## config.mk

```make
export PLATFORM = sky130hd
export DESIGN_NAME = usb_tx_sched
export DESIGN_NICKNAME = d
export VERILOG_FILES = /design/src/rtl/usb_tx_sched.sv
export SDC_FILE = /design/constraint.sdc
export NUM_CORES = 1
export LEC_CHECK = 0
export ABC_AREA = 1
export ABC_CLOCK_PERIOD_IN_PS = 8500
export BUFFER_PORTS_ARGS = -buffer_cell sky130_fd_sc_hd__buf_4
export CORE_MARGIN = 4
export CORE_UTILIZATION = 32
export CTS_CLUSTER_DIAMETER = 80
export CTS_CLUSTER_SIZE = 14
export DETAILED_ROUTE_END_ITERATION = 10
export GPL_TIMING_DRIVEN = 1
export SYNTH_ARGS = -nofsm -noshare
export SYNTH_HDL_FRONTEND = slang
export SYNTH_SLANG_ARGS = --single-unit
```

## constraint.sdc

```tcl
create_clock -name clk -period 8.5 [get_ports clk]
set_input_delay 1.275 -clock clk [delete_from_list [all_inputs] [get_ports clk]]
set_output_delay 1.275 -clock clk [all_outputs]
set_load 0.005 [all_outputs]
```

## src/rtl/usb_tx_sched.sv

```systemverilog
// usb_tx_sched: arbitrates handshake/token/data packet sources (fixed priority
// hs > tok > data) and serialises the granted frame (SYNC, PID, payload) one bit
// per cycle towards the CRC/bit-stuff block, followed by IFG idle gap cycles.
// Ports:
//   clk, rst_n (active-HIGH async reset despite the name)
//   req_hs/req_tok/req_data, hs_pid/tok_pid/data_pid, tok_fields, data_payload : sources
//   pause : back-pressure, holds the current bit while high
//   gnt_hs/gnt_tok/gnt_data : one-cycle grants
//   s_out, start, endr, pkt_type, busy, done : serial stream and framing to the CRC block
module usb_tx_sched #(
  parameter logic [3:0] IFG = 4'd2
) (
  input  logic        clk,
  input  logic        rst_n,
  input  logic        req_hs,
  input  logic        req_tok,
  input  logic        req_data,
  input  logic [3:0]  hs_pid,
  input  logic [3:0]  tok_pid,
  input  logic [3:0]  data_pid,
  input  logic [10:0] tok_fields,
  input  logic [63:0] data_payload,
  input  logic        pause,
  output logic        gnt_hs,
  output logic        gnt_tok,
  output logic        gnt_data,
  output logic        s_out,
  output logic        start,
  output logic        endr,
  output logic [1:0]  pkt_type,
  output logic        busy,
  output logic        done
);

  localparam logic [1:0] S_IDLE = 2'd0;
  localparam logic [1:0] S_SEND = 2'd1;
  localparam logic [1:0] S_GAP  = 2'd2;

  localparam logic [1:0] PT_DATA = 2'b00;
  localparam logic [1:0] PT_TOK  = 2'b01;
  localparam logic [1:0] PT_HS   = 2'b10;

  // SYNC 0000_0001 goes out MSB first; stored LSB-first in the shifter, so the
  // single 1 lands at frame bit 7.
  localparam logic [7:0] SYNC_LSB_FIRST = 8'h80;

  logic [1:0]  state_q, state_d;
  logic [79:0] shreg_q, shreg_d;
  logic [6:0]  len_q, len_d;
  logic [6:0]  bitcnt_q, bitcnt_d;
  logic [3:0]  ifg_cnt_q, ifg_cnt_d;
  logic [1:0]  pkt_type_q, pkt_type_d;

  logic        in_idle, in_send, last_bit, gnt_any;
  logic [3:0]  sel_pid;
  logic [63:0] sel_pl;
  logic [6:0]  sel_len;
  logic [1:0]  sel_type;

  assign in_idle  = (state_q == S_IDLE);
  assign in_send  = (state_q == S_SEND);
  assign last_bit = (bitcnt_q == len_q - 7'd1);

  // Grants are combinational so they pulse in the IDLE cycle that sees the
  // request; they are masked while reset is held so nothing is granted then.
  assign gnt_hs   = in_idle & ~rst_n & req_hs;
  assign gnt_tok  = in_idle & ~rst_n & ~req_hs & req_tok;
  assign gnt_data = in_idle & ~rst_n & ~req_hs & ~req_tok & req_data;
  assign gnt_any  = gnt_hs | gnt_tok | gnt_data;

  assign s_out    = in_send & shreg_q[0];
  assign start    = in_send & (bitcnt_q == 7'd0);
  assign endr     = in_send & last_bit;
  assign done     = in_send & last_bit & ~pause;
  assign busy     = ~in_idle;
  assign pkt_type = pkt_type_q;

  // Select the fields of the winning source (priority order mirrors the grants).
  always_comb begin
    sel_pid  = data_pid;
    sel_pl   = data_payload;
    sel_len  = 7'd80;
    sel_type = PT_DATA;
    if (req_hs) begin
      sel_pid  = hs_pid;
      sel_pl   = 64'd0;
      sel_len  = 7'd16;
      sel_type = PT_HS;
    end else if (req_tok) begin
      sel_pid  = tok_pid;
      sel_pl   = {53'd0, tok_fields};
      sel_len  = 7'd27;
      sel_type = PT_TOK;
    end
  end

  always_comb begin
    state_d    = state_q;
    shreg_d    = shreg_q;
    len_d      = len_q;
    bitcnt_d   = bitcnt_q;
    ifg_cnt_d  = ifg_cnt_q;
    pkt_type_d = pkt_type_q;
    case (state_q)
      S_IDLE: begin
        if (gnt_any) begin
          shreg_d    = {sel_pl, ~sel_pid, sel_pid, SYNC_LSB_FIRST};
          len_d      = sel_len;
          pkt_type_d = sel_type;
          bitcnt_d   = 7'd0;
          state_d    = S_SEND;
        end
      end
      S_SEND: begin
        if (!pause) begin
          shreg_d = shreg_q >> 1;
          if (last_bit) begin
            bitcnt_d  = 7'd0;
            ifg_cnt_d = 4'd0;
            state_d   = (IFG == 4'd0) ? S_IDLE : S_GAP;
          end else begin
            bitcnt_d = bitcnt_q + 7'd1;
          end
        end
      end
      S_GAP: begin
        // pause is deliberately ignored here: the gap is a fixed length.
        if (ifg_cnt_q == IFG - 4'd1) begin
          ifg_cnt_d = 4'd0;
          state_d   = S_IDLE;
        end else begin
          ifg_cnt_d = (ifg_cnt_q == IFG) ? ifg_cnt_q : ifg_cnt_q + 4'd1;
        end
      end
      default: state_d = S_IDLE;
    endcase
  end

  always_ff @(posedge clk or posedge rst_n) begin
    if (rst_n) begin
      state_q    <= S_IDLE;
      shreg_q    <= 80'd0;
      len_q      <= 7'd0;
      bitcnt_q   <= 7'd0;
      ifg_cnt_q  <= 4'd0;
      pkt_type_q <= PT_DATA;
    end else begin
      state_q    <= state_d;
      shreg_q    <= shreg_d;
      len_q      <= len_d;
      bitcnt_q   <= bitcnt_d;
      ifg_cnt_q  <= ifg_cnt_d;
      pkt_type_q <= pkt_type_d;
    end
  end

endmodule

```

Word level (Yosys, flattened, before mapping)

Cells that the tools add are included.

Bits in registers: 102
Latch bits: 0
Bits in writable memories: 0
ROM bits: 0
Bits of input ports: 93
Output and inout bits: 10
Logic and storage cells: 70
Memories kept: 0

Add/sub/neg operators: 3
$mul: 0
Divide/modulo/power cells: 0
Magnitude comparators: 0
Eq/ne operators: 10
Shifts and indexed selects: 0
Multiplexer cells: 25
Bitwise gates (word level): 18
Reduce and logical (&&, ||, !) cells: 8

Operators by type and width:

| kind                                                                   | count |
|---|---|
| 80-bit two-way mux                                                     | 2 |
| 80-bit one-hot mux with 2 select lines                                 | 1 |
| 64-bit two-way mux                                                     | 2 |
| 7-bit two-way mux                                                      | 5 |
| 4-bit two-way mux                                                      | 6 |
| 7-bit one-hot mux with 2 select lines                                  | 1 |
| 1-bit AND                                                              | 10 |
| 2-bit two-way mux                                                      | 5 |
| 4-bit one-hot mux with 2 select lines                                  | 1 |
| 4-bit AND reduction                                                    | 2 |
| 7-bit by 1-bit adder with 7-bit output (second input constant)         | 1 |
| 7-bit equality test                                                    | 1 |
| 7-bit logical NOT                                                      | 1 |
| 7-bit by 1-bit subtractor with 7-bit output (second input constant)    | 1 |
| 2-bit one-hot mux with 3 select lines                                  | 1 |
| 1-bit inverter                                                         | 5 |
| 4-bit by 1-bit adder with 4-bit output (second input constant)         | 1 |
| 4-bit by 1-bit equality test with 1-bit output (second input constant) | 1 |
| 4-bit by 2-bit equality test with 1-bit output (second input constant) | 1 |
| 2-bit by 1-bit != test with 1-bit output (second input constant)       | 2 |
| 2-bit != test (second input constant)                                  | 2 |
| 4-bit inverter                                                         | 1 |
| 2-bit nonzero test                                                     | 2 |
| 3-bit != test (second input constant)                                  | 1 |
| other kinds (7)                                                        | 8 |

Logic depth before layout (Yosys ltp)

Depth after elaboration: 8
Depth in mapped cells: 11

Worst setup path after synthesis

OpenSTA, ideal clock, no wires.

Path kind: input -> output
Start point: input req_tok
End point: output gnt_data
Arrival time: 2.001 ns
Data required time: 7.225 ns
Slack: 5.224 ns
Stages: 5
Cells stage by stage: nor2_4 > buf_2 > buf_2 > nand2_1 > nor2_1

Word-level cells in the longest chain between the ends: 3

Ends and longest elaborated chain:

| element                | line | RTL |
|---|---|---|
| start, declared        | 16   | `input logic req_tok,` |
| 1-bit inverter         | 68   | `assign gnt_data = in_idle & ~rst_n & ~req_hs & ~req_tok & req_data;` |
| 1-bit AND (2 in a row) | 68   |  |
| end, declared          | 26   | `output logic gnt_data,` |

No other way between the ends.

Final worst setup path

Ends and elaborated chain as after synthesis.

==> PnR_summary.wiki <==
{| class="wikitable"
! Metric !! Value
|-
| Status || finished, final reports clean
|-
| Post-layout nets || 882
|-
| Fin worst setup slack || 4.75 ns
|-
| Xor/xnor share of the synthesized area || 0.00338
|-
| Clock tree buffer depth || 2
|-
| Setup Viol. Count Final || 0
|-
| Fraction of the yosys area taken by sequential cells || 0.468
|-
| Slowest stage delay, CP || 0.58 ns
|-
| Final worst hold slack || 0.470 ns
|-
| Slew at the pin closest to its max-slew limit || 1.20 ns
|-
| Clock edge transition at the registers on the reported setup and hold paths || 0.07 ns
|-
| CTS root buffer || sky130_fd_sc_hd__clkbuf_16
|-
| Post-cts gate resize count || 0
|-
| Category of the worst setup path launch point || input port
|-
| Number of endpoints with negative hold slack in the final report || 0
|-
| Share of synthesized area spent on multiplexers || 0
|-
| Number of iterations in the first detailed-routing pass || 4
|-
| Number of vias per cell after detailed routing || 4.53
|-
| Largest net degree at the start of global routing || 136
|-
| Core ar. || 0.0159 mm2
|-
| # clock sinks || 97
|-
| Yosys reg bits || 97
|-
| Total I/O pin count || 103
|-
| Final Critical Period || 3.75 ns
|-
| Final worst clock skew || 0.00824 ns
|-
| Net count of the mapped netlist || 809
|-
| TritonCTS clock tree || done
|-
| Die height || 135 um
|-
| Post-synthesis simple-gate area fraction || 0.246
|-
| Proportion of layout cells with a drive suffix above 1 || 0.166
|-
| Area after detailed placement || 0.00602 mm2
|-
| Setup repair after global routing missed its margin || no
|-
| Count of maximum capacitance violations || 0
|-
| Average cell area after synthesis || 7.28 um2
|-
| Placed wire-length estimate || 7.96 mm
|-
| Library cells used by synthesis || 24
|-
| Global-route wire length before repair || 20.5 mm
|-
| Routed Antenna Nets || 0
|-
| Footprint of the multi-input gates || 0.00216 mm2
|-
| Initial Utilization || 0.326
|-
| Post-placement worst setup slack || 4.48 ns
|-
| Tightest slew margin relative to the limit || 0.202
|-
| Final-report max-slew violation count || 0
|-
| CP most frequent cell || sky130_fd_sc_hd__buf_4
|-
| Non-filler cells, final || 1006
|-
| Overall die width || 135 um
|-
| Syn. warnings || 0
|-
| Overall die area || 0.0183 mm2
|-
| Post-Synth Adder-Cell Area || 0.00965
|-
| Largest delay contributor family on the critical path || buffers and inverters
|-
| Clock latency on the worst-skew pair || 0.35 ns
|-
| Hold buffer count at CTS || 0
|-
| Gr ovfl total || 0
|-
| Total Negative Setup Slacks || 0 ns
|-
| Drc violations || 0
|-
| Number of fill cells || 1723
|-
| Number of cells after detailed placement || 990
|-
| Count of buffers inserted at the top-level ports || 102
|-
| IR Drop Worst-Case VDD || 0.0979 mV
|-
| Share of the synthesized area in the top cell type || 0.468
|-
| Share of the synthesized area in compound gates (AO/OA/AOI/OAI) || 0.156
|-
| Mean routed wirelength per cell || 11.8 um
|-
| Leading cell types in the layout, fill and taps excluded || sky130_fd_sc_hd__nand2_1 (199), sky130_fd_sc_hd__buf_4 (105), sky130_fd_sc_hd__o21ai_0 (103)
|-
| Vias in the first global route || 4374
|-
| Buffers inserted by post-CTS timing repair || 0
|-
| TritonCTS buffer count || 9
|-
| H-tree depth reported by CTS || 3
|-
| First-iteration detailed-routing DRC count || 270
|-
| Antenna violations before repair || 0
|-
| Top area cells in the synthesized netlist || sky130_fd_sc_hd__dfrtp_1 (47%), sky130_fd_sc_hd__nand2_1 (14%), sky130_fd_sc_hd__o21ai_0 (9.9%)
|-
| Via count || 4562
|-
| Final wirelength || 11.9 mm
|-
| Crit path capture type || primary output
|-
| Endpoint required time on the critical path || 7.22 ns
|-
| Number of instances in the synthesized netlist || 712
|-
| Worst setup path category || in -> out
|-
| Area taken by flip-flops and latches || 0.00243 mm2
|-
| Data arrival time of the critical path || 2.48 ns
|-
| Cell breakdown of the critical path || buf_4 -> nor2_4 -> buf_4 -> nand2_1 -> nor2_1 -> buf_4
|-
| Post-synth top area cell || sky130_fd_sc_hd__dfrtp_1
|-
| Cell area after synthesis || 0.00519 mm2
|-
| Class of the tightest hold or removal check || reg -> reg
|-
| Sum of buffers and inverters on the critical path || 3
|-
| Overall global routing resource usage || 0.137
|-
| Main combinational cell family by area after synthesis || simple AND/OR/NAND/NOR gates
|-
| Crit Path Max Fanout || 70
|-
| Number of diodes added for antenna fixing || 0
|-
| Layout Area Growth over Synthesis || 22.0%
|-
| Placement Rows || 46
|-
| Most common cell after layout, fill and taps aside || sky130_fd_sc_hd__nand2_1
|-
| Part of the cycle the worst path needs || 0.441
|-
| Highest-delay cell along the critical path || sky130_fd_sc_hd__buf_4
|-
| Final GP Congestion || 0.763
|-
| Final instance area || 0.00633 mm2
|-
| Static leakage || 2.95 nW
|-
| Maximum clock frequency || 267 MHz
|-
| Power density over the cells || 253 mW/mm2
|}
-- final timing paths --
kind	from	to	slack, ns	depth (start not counted)
max reg2reg	state_q[0]$_DFFE_PP0P_	shreg_q[25]$_DFFE_PP0P_	5.27	6
min	shreg_q[2]$_DFFE_PP0P_	shreg_q[2]$_DFFE_PP0P_	0.47	2
max in group asynchronous	rst_n	shreg_q[44]$_DFFE_PP0P_	6.42	3
min reg2reg	shreg_q[2]$_DFFE_PP0P_	shreg_q[2]$_DFFE_PP0P_	0.47	2
max	req_tok	gnt_data	4.75	6
min in group asynchronous	rst_n	ifg_cnt_q[0]$_DFFE_PP0P_	1.03	2
-- final cells by class --
| class | instances | area share |
|---|---|---|
| tap | 216 | 0.0427 |
| inverter | 100 | 0.0601 |
| sequential | 97 | 0.384 |
| timing repair buffer | 105 | 0.125 |
| clock inverter | 6 | 0.0107 |
| multi-input combinational | 472 | 0.341 |
| clock buffer | 10 | 0.0378 |
-- cell families (layout without fill, tap and decap cells) --
family,count (synthesis),after routing
DFF,97,97
xor gates and xnor gates,2,2
and+or+nand+nor,306,306
adders and majority gates,4,4
buffers and inverters,143,221
AOI/OAI and AO/OA,160,160
-- worst reg2reg max path, cell delays in order, from the launching register on --
cell and delay, ns:
sky130_fd_sc_hd__dfrtp_1 0.43, sky130_fd_sc_hd__nand2_4 0.38, sky130_fd_sc_hd__inv_1 0.32, sky130_fd_sc_hd__nand2_1 0.18, sky130_fd_sc_hd__nand3_2 0.43, sky130_fd_sc_hd__inv_4 1.00, sky130_fd_sc_hd__o21ai_0 0.33
-- power by group --
group          total [mW]  internal (mW)  switching [mW]
sequential          0.688          0.622          0.0656
clock               0.418          0.237           0.181
combinational       0.496          0.191           0.305
total                1.60           1.05           0.552
-- routing by layer --
metal  vias up  share of wire  track usage
li1       2409              -            -
met1      2058           0.49        0.193
met2        84           0.44        0.210
met3        11          0.058       0.0401
met4         0         0.0089       0.0286
met5         -              0            0
-- flip-flops by register name, indices dropped and copies added (netlist names) --
register	flops
ifg_cnt_q	4
bitcnt_q	7
pkt_type	2
shreg_q	80
state_q	2
len_q	2
-- cell usage after synthesis (all sizes together) --
library cell,instances
o22ai,2
clkbuf,17
nand3,81
dfrtp,97
inv,100
buf,26
nor3,3
xor2,2
nand2,200
a21oi,4
o21ai,154
ha,4
nor2,21
nand4,1
-- per-stage QoR --
step / util / power, mW
5_1_grt: 0.398 / 1.75
3_3_place_gp: 0.379 / 1.18
4_1_cts: 0.398 / 1.63
2_1_floorplan: - / 1.08
3_5_place_dp: 0.379 / 1.20
6_report: 0.398 / 1.60
Power figures use the tool's default switching activity.
